===== src/rtl/sevseg_anim_ctrl.sv =====
// Frame sequencer for a 7-segment spinner animation: steps a 3-bit frame index
// at a programmable rate in CW, CCW, ping-pong or one-shot order.
module sevseg_anim_ctrl #(
    parameter int PRESC_W = 16
) (
    input  logic               i_clk,
    input  logic               i_rst_n,
    input  logic               i_start,
    input  logic               i_stop,
    input  logic               i_pause,
    input  logic [1:0]         i_mode,
    input  logic [PRESC_W-1:0] i_period,
    output logic [2:0]         o_count,
    output logic               o_step,
    output logic               o_busy,
    output logic               o_done,
    output logic               o_blank
);
    typedef enum logic [1:0] {IDLE, RUN, PAUSE, DONE} state_e;
    localparam logic [1:0] M_CCW = 2'b01, M_PP = 2'b10, M_ONE = 2'b11;

    state_e             state_q, state_d;
    logic [PRESC_W-1:0] presc_q, presc_d;
    logic [2:0]         count_q, count_d, adv_count;
    logic [1:0]         mode_q, mode_d;
    logic               dir_q, dir_d, adv_dir;
    logic               step_q, step_d, done_q, done_d;
    logic               busy_q, busy_d, blank_q, blank_d;
    logic               expire;

    // >= rather than == so a live drop of i_period below the count steps at once
    assign expire = (presc_q >= i_period);

    always_comb begin
        adv_count = count_q + 3'd1;
        adv_dir   = dir_q;
        case (mode_q)
            M_CCW: adv_count = count_q - 3'd1;
            M_PP: begin
                if (dir_q) begin
                    adv_count = count_q + 3'd1;
                    if (count_q == 3'd6) adv_dir = 1'b0;
                end else begin
                    adv_count = count_q - 3'd1;
                    if (count_q == 3'd1) adv_dir = 1'b1;
                end
            end
            default: ;
        endcase
    end

    always_comb begin
        state_d = state_q;
        presc_d = presc_q;
        count_d = count_q;
        mode_d  = mode_q;
        dir_d   = dir_q;
        step_d  = 1'b0;
        done_d  = 1'b0;
        if (i_stop) begin
            state_d = IDLE;
            presc_d = '0;
            count_d = 3'd0;
            dir_d   = 1'b1;
        end else if (i_start) begin
            state_d = RUN;
            mode_d  = i_mode;
            presc_d = '0;
            count_d = 3'd0;
            dir_d   = 1'b1;
        end else begin
            case (state_q)
                IDLE: begin
                    presc_d = '0;
                    count_d = 3'd0;
                end
                DONE: begin
                    state_d = IDLE;
                    count_d = 3'd0;
                end
                default: begin
                    // A paused block that sees i_pause drop ticks on the same edge,
                    // so the delay equals exactly the number of paused cycles.
                    if (i_pause && !(state_q == RUN && expire)) begin
                        state_d = PAUSE;
                    end else if (!expire) begin
                        presc_d = presc_q + 1'b1;
                        state_d = RUN;
                    end else begin
                        presc_d = '0;
                        if (mode_q == M_ONE && count_q == 3'd7) begin
                            state_d = DONE;
                            done_d  = 1'b1;
                        end else begin
                            count_d = adv_count;
                            dir_d   = adv_dir;
                            step_d  = 1'b1;
                            state_d = i_pause ? PAUSE : RUN;
                        end
                    end
                end
            endcase
        end
        busy_d  = (state_d == RUN) || (state_d == PAUSE);
        blank_d = (state_d == IDLE);
    end

    always_ff @(posedge i_clk or negedge i_rst_n) begin
        if (!i_rst_n) begin
            state_q <= IDLE;
            presc_q <= '0;
            count_q <= 3'd0;
            mode_q  <= 2'b00;
            dir_q   <= 1'b1;
            step_q  <= 1'b0;
            done_q  <= 1'b0;
            busy_q  <= 1'b0;
            blank_q <= 1'b1;
        end else begin
            state_q <= state_d;
            presc_q <= presc_d;
            count_q <= count_d;
            mode_q  <= mode_d;
            dir_q   <= dir_d;
            step_q  <= step_d;
            done_q  <= done_d;
            busy_q  <= busy_d;
            blank_q <= blank_d;
        end
    end

    assign o_count = count_q;
    assign o_step  = step_q;
    assign o_busy  = busy_q;
    assign o_done  = done_q;
    assign o_blank = blank_q;
endmodule


===== config.mk =====
export PLATFORM = sky130hd
export DESIGN_NAME = sevseg_anim_ctrl
export DESIGN_NICKNAME = d
export VERILOG_FILES = /design/src/rtl/sevseg_anim_ctrl.sv
export SDC_FILE = /design/constraint.sdc
export NUM_CORES = 1
export LEC_CHECK = 0
export BUFFER_PORTS_ARGS = -buffer_cell sky130_fd_sc_hd__buf_2
export CAP_MARGIN = 20
export CORE_UTILIZATION = 57
export CTS_CLUSTER_DIAMETER = 40
export DETAILED_ROUTE_END_ITERATION = 10
export PLACE_DENSITY = 0.9
export SETUP_SLACK_MARGIN = 0.15
export SKIP_CTS_REPAIR_TIMING = 1
export SLEW_MARGIN = 20
export SYNTH_ARGS = -nofsm -noshare
export SYNTH_HDL_FRONTEND = slang
export SYNTH_SLANG_ARGS = --single-unit
export TNS_END_PERCENT = 50

===== constraint.sdc =====
create_clock -name i_clk -period 2.62 [get_ports i_clk]
set_input_delay 0.393 -clock i_clk [delete_from_list [all_inputs] [get_ports i_clk]]
set_output_delay 0.393 -clock i_clk [all_outputs]
set_load 0.01 [all_outputs]

* Word-level counts from Yosys, hierarchy flattened
Index checks and enable logic that the tools add are counted.
** Storage, ports and cells
- Flip-flop bits (word level) :: 28
- Output and inout bits :: 7
- Logic and storage cells :: 88
** Operators by class
- Add/sub/neg operators :: 3
- Order comparisons :: 1
- Eq/ne operators :: 17
- Mux-type cells :: 42
- Bitwise gates (word level) :: 1
- Reduce and logical (&&, ||, !) cells :: 15
** Operator list (number)
- 2-to-1 mux 16 bit :: 4
- case mux 16 bit (2 select lines) :: 1
- 2-to-1 mux 1 bit :: 22
- 2-to-1 mux 3 bit :: 7
- adder 16 x 1 -> 16 bit (second input constant) :: 1
- >= comparator 16 bit :: 1
- 2-to-1 mux 2 bit :: 6
- != test 3 bit (second input constant) :: 3
- == test 2 bit (second input constant) :: 4
- != test 4 bit (second input constant) :: 2
- == test 2 x 1 -> 1 bit (second input constant) :: 3
- == test 3 bit (second input constant) :: 2
- case mux 3 bit (2 select lines) :: 1
- nonzero test 3 bit :: 2
- AND reduction 5 bit :: 1
- zero test 2 bit :: 2
- != test 4 x 3 -> 1 bit (second input constant) :: 1
- case mux 2 bit (2 select lines) :: 1
- AND reduction 2 bit :: 2
- nonzero test 4 bit :: 1
- adder 3 x 1 -> 3 bit (second input constant) :: 1
- == test 3 x 1 -> 1 bit (second input constant) :: 1
- logical AND 1 bit :: 3
- != test 3 x 1 -> 1 bit (second input constant) :: 1
- 6 further kinds :: 6

* Longest topological paths before layout
- Depth in word-level cells :: 10
- Gate-level depth with buffers :: 10
- Mapped depth without buffers :: 9

* Worst setup path after synthesis
No wires, ideal clock.
- Path type :: input to register
- Start :: input port i_period[1]
- End :: register busy_q (netlist: o_busy)
- Setup time :: 126 ps
- Arrival :: 2081 ps
- Required time :: 2494 ps
- Path slack :: 413 ps
- Stages on the path :: 9
- Path buffers :: 0
- Cells stage by stage :: inv_1 -> ha_1 -> nor2b_1 -> o211a_1 -> o31ai_4 -> nand3_1 -> a311oi_1 -> or2_2 -> ha_1
** On the way
- Word-level cells in the longest chain between the ends :: 10
- Elaborated cells on any way between the ends :: 12
** Ends and longest elaborated chain
- start, declared :: line 12 : input logic [PRESC_W-1:0] i_period,
- >= comparator 16 bit (*) :: line 32 : assign expire = (presc_q >= i_period);
- logical AND 1 bit :: line 84 : if (i_pause && !(state_q == RUN && expire)) begin
- zero test 1 bit :: line 84
- logical AND 1 bit :: line 84
- 2-to-1 mux 2 bit (*) :: line 84
- case mux 2 bit (2 select lines) (*) :: line 72 : case (state_q)
- 2-to-1 mux 2 bit (*) :: line 65 : end else if (i_start) begin
- 2-to-1 mux 2 bit (*) :: line 60 : if (i_stop) begin
- == test 2 x 1 -> 1 bit / == test 2 bit (equally long branches) :: line 104 : busy_d = (state_d == RUN) || (state_d == PAUSE);
- logical OR 1 bit (*) :: line 104
- via busy_d :: line 28 : logic busy_q, busy_d, blank_q, blank_d;
- end signal, assigned :: line 127 : busy_q <= busy_d;
- end, declared :: line 28
The timed path passes the listed nets; every way through them passes the cells marked *.
A chain may end at the register's enable or synchronous reset.

* Worst setup path after layout
- Start :: register presc_q[15]
- End :: register presc_q[4]
** On the way
- Word-level cells in the longest chain between the ends :: 6
- Elaborated cells on any way between the ends :: 11
** Ends and longest elaborated chain
- start, declared :: line 23 : logic [PRESC_W-1:0] presc_q, presc_d;
- start signal, assigned :: line 121 : presc_q <= presc_d;
- >= comparator 16 bit (*) :: line 32
- 2-to-1 mux 16 bit / logical AND 1 bit (equally long branches) :: line 86, 84
- 2-to-1 mux 16 bit / zero test 1 bit (equally long branches) :: line 84
- case mux 16 bit (2 select lines) / logical AND 1 bit (equally long branches) :: line 72, 84
- 2-to-1 mux 16 bit / != test 4 x 3 -> 1 bit (equally long branches)
- 2-to-1 mux 16 bit / AND reduction 2 bit (equally long branches)
Every way passes the cells marked *; elsewhere a longest branch is shown, timed or not. The select of a mux whose other input is x is not followed.

==> impl_metrics.env <==
export IMPL_vdd_drop_max_mv=0.1816
export IMPL_clkSlewWorstSetupHoldPaths_ns=0.10
export IMPL_cts_buffer_depth=2
export IMPL_multi_input_area_um2=1296
export IMPL_globalplace_congestion=0.8598
export IMPL_route_detailed_drc=0
export IMPL_hold_class="input port to asynchronous set/reset pin"
export IMPL_synth_seq_area_share_pct=33.45
export IMPL_drt_iter0_drc=128
export IMPL_start_util_pct=61.07
export IMPL_synth_edf_count=0
export IMPL_synth_top_area_share_pct=30.95
export IMPL_max_freq_mhz=422.1
export IMPL_drt_total_wl_mm=4.512
export IMPL_worst_slack_ns=0.2509
export IMPL_grt_max_degree=29
export IMPL_die_h_um=62.73
export IMPL_ys_top_cells_by_area="dfrtp_1, ha_1, inv_1"
export IMPL_area_growth_pct=14.17
export IMPL_die_area_um2=3934
export IMPL_max_slew_margin_pct=57.83
export IMPL_fin_tns_setup_ns=0
export IMPL_setup_viol=0
export IMPL_synth_warning_count=0
export IMPL_grt_overflow_total=0
export IMPL_port_buffer_count=29
export IMPL_postSynthCellCount=237
export IMPL_maxCapViolCount=0
export IMPL_power_density_nw_per_um2=362.2
export IMPL_tightestPinTransition_ns=0.6325
export IMPL_rsz0062_at_grt="true"
export IMPL_post_synth_num_cell_types=45
export IMPL_hold_violations=0
export IMPL_min_period_ns=2.369
export IMPL_cp_required_ns=2.79
export IMPL_post_synth_instance_area_um2=2102
export IMPL_fin_crit_sh_pct=90.43
export IMPL_status="finished clean"
export IMPL_rows=21
export IMPL_viasPerCell=5.937
export IMPL_drive_above_1_share_pct=18.89
export IMPL_ant_nets=0
export IMPL_fin_skew_ns=0.003583
export IMPL_antenna_cells=0
export IMPL_cp_arrival_ns=2.54
export IMPL_cts_htree_levels=1
export IMPL_die_w_um=62.73
export IMPL_cts_root_buf="clkbuf_8"
export IMPL_critical_path_slowest_cell="dfrtp_1"
export IMPL_wl_per_cell_um=14.28
export IMPL_core_area_um2=3442
export IMPL_final_cell_mix="ha_1, buf_2, inv_1, dfrtp_1, a21oi_1"
export IMPL_grt_pass1_vias=1727
export IMPL_hpwl_mm=3.379
export IMPL_numCtsBuffers=3
export IMPL_synth_largest_area_cell="dfrtp_1"
export IMPL_clock_sinks=28
export IMPL_layout_nets=323
export IMPL_crit_fanout=18
export IMPL_synth_seq_cells=28
export IMPL_antenna_found_initial=0
export IMPL_io_pins=30
export IMPL_cpPeakStageDelay_ns=0.42
export IMPL_cts_tree="done"
export IMPL_synth_flop_cell="dfrtp_1"
export IMPL_grt_total_usage_pct=24.14
export IMPL_slew_violations=0
export IMPL_syn_nets=289
export IMPL_reg2reg_slack_ns=0.25
export IMPL_syn_area_per_cell_um2=8.869
export IMPL_preCtsSetupSlack_ns=0.01100
export IMPL_grt_pass1_wl_mm=7.707
export IMPL_fillers=274
export IMPL_async_flop_share_pct=100.0
export IMPL_critPathLaunchType="flop"
export IMPL_path_cells="ha_1 -> nand4_1 -> nor3_2 -> o31ai_4 -> and3_4 -> or2_1 -> a221o_1"
export IMPL_end_kind="flop"
export IMPL_seqCellArea_um2=703.2
export IMPL_clk_latency_ns=0.28
export IMPL_drtPass1Iterations=4
export IMPL_route_vias_total=1876
export IMPL_path_class="flop to flop"
export IMPL_leakagePower_nw=1.179
[worst max-delay path, delay by kind of cell, from the launching register on]
| family | cells | cell delay, ns |
|---|---|---|
| AND/OR/NAND/NOR | 4 | 1.00 |
| AO/OA/AOI/OAI | 2 | 0.52 |
| flip-flops | 1 | 0.42 |
| adder cells (fa/ha/maj) | 1 | 0.33 |
[metal layers]
| layer | global-route usage (%) | wire, um |
|---|---|---|
| met5 | 0 | 0 |
| met4 | 5.814 | 49 |
| met3 | 1.642 | 179 |
| met2 | 40.63 | 2221 |
| met1 | 33.68 | 2061 |
[kinds of logic after synthesis]
group	share of synthesized area (%)
flip-flops	33.45
multiplexers	0.9524
AND/OR/NAND/NOR	22.26
adder cells (fa/ha/maj)	17.26
XOR/XNOR	0.4167
buffers and inverters	5.892
AO/OA/AOI/OAI	19.76
[worst paths after layout]
kind | startpoint | endpoint | cells after the start
setup reg to reg | presc_q[15] | presc_q[4] | 7
max in group asynchronous | i_rst_n | o_step | 1
min in group i_clk | i_mode[0] | mode_q[0] | 3
setup / recovery | presc_q[15] | presc_q[4] | 7
hold reg to reg | presc_q[0] | presc_q[0] | 1
hold / removal | i_rst_n | presc_q[11] | 1
[Yosys cell counts (5+ instances only)]
cell	instances
a21oi_1	16
and3_1	7
dfrtp_1	26
ha_1	29
inv_1	26
nand2_1	14
nand3_1	11
nand4_1	6
nor2_1	10
nor2b_1	10
nor3_1	7
o21ai_0	13
o31ai_1	6
or4_1	5
[state kept, by name, indices dropped and copies added, names as in the netlist]
signal	cells
o_count	3
o_blank	1
o_step	1
o_busy	1
mode_q	2
o_done	1
presc_q	16
state_q	2
dir_q	1
[report_power, final]
| part | internal [mW] | total (mW) | switching, mW |
|---|---|---|---|
| logic | 0.0581 | 0.146 | 0.0880 |
| clock network | 0.135 | 0.272 | 0.137 |
| registers | 0.444 | 0.451 | 0.00755 |
[metrics by stage]
step | std cells | utilization [%] | instance area [um2] | hold WS (ns) | power (mW)
detailed placement | 312 | 67.50 | 2323 | 0.4460 | 0.6014
global route | 316 | 69.72 | 2400 | 0.1845 | 0.9122
floorplan | 237 | - | 2102 | 0.09741 | 0.5480
global placement | 312 | 67.50 | 2323 | 0.4454 | 0.5946
CTS | 316 | 69.10 | 2379 | 0.1430 | 0.8670
finish | 316 | 69.72 | 2400 | 0.1235 | 0.8692
[cell type report]
| class | instances | area share, % |
|---|---|---|
| multi-input cells | 177 | 54.01 |
| flip-flops and latches | 28 | 29.30 |
| repair buffers | 35 | 7.925 |
| inverters | 26 | 4.067 |
| well taps | 46 | 2.398 |
| clock buffers | 4 | 2.294 |
Power figures use the tool's default switching activity.
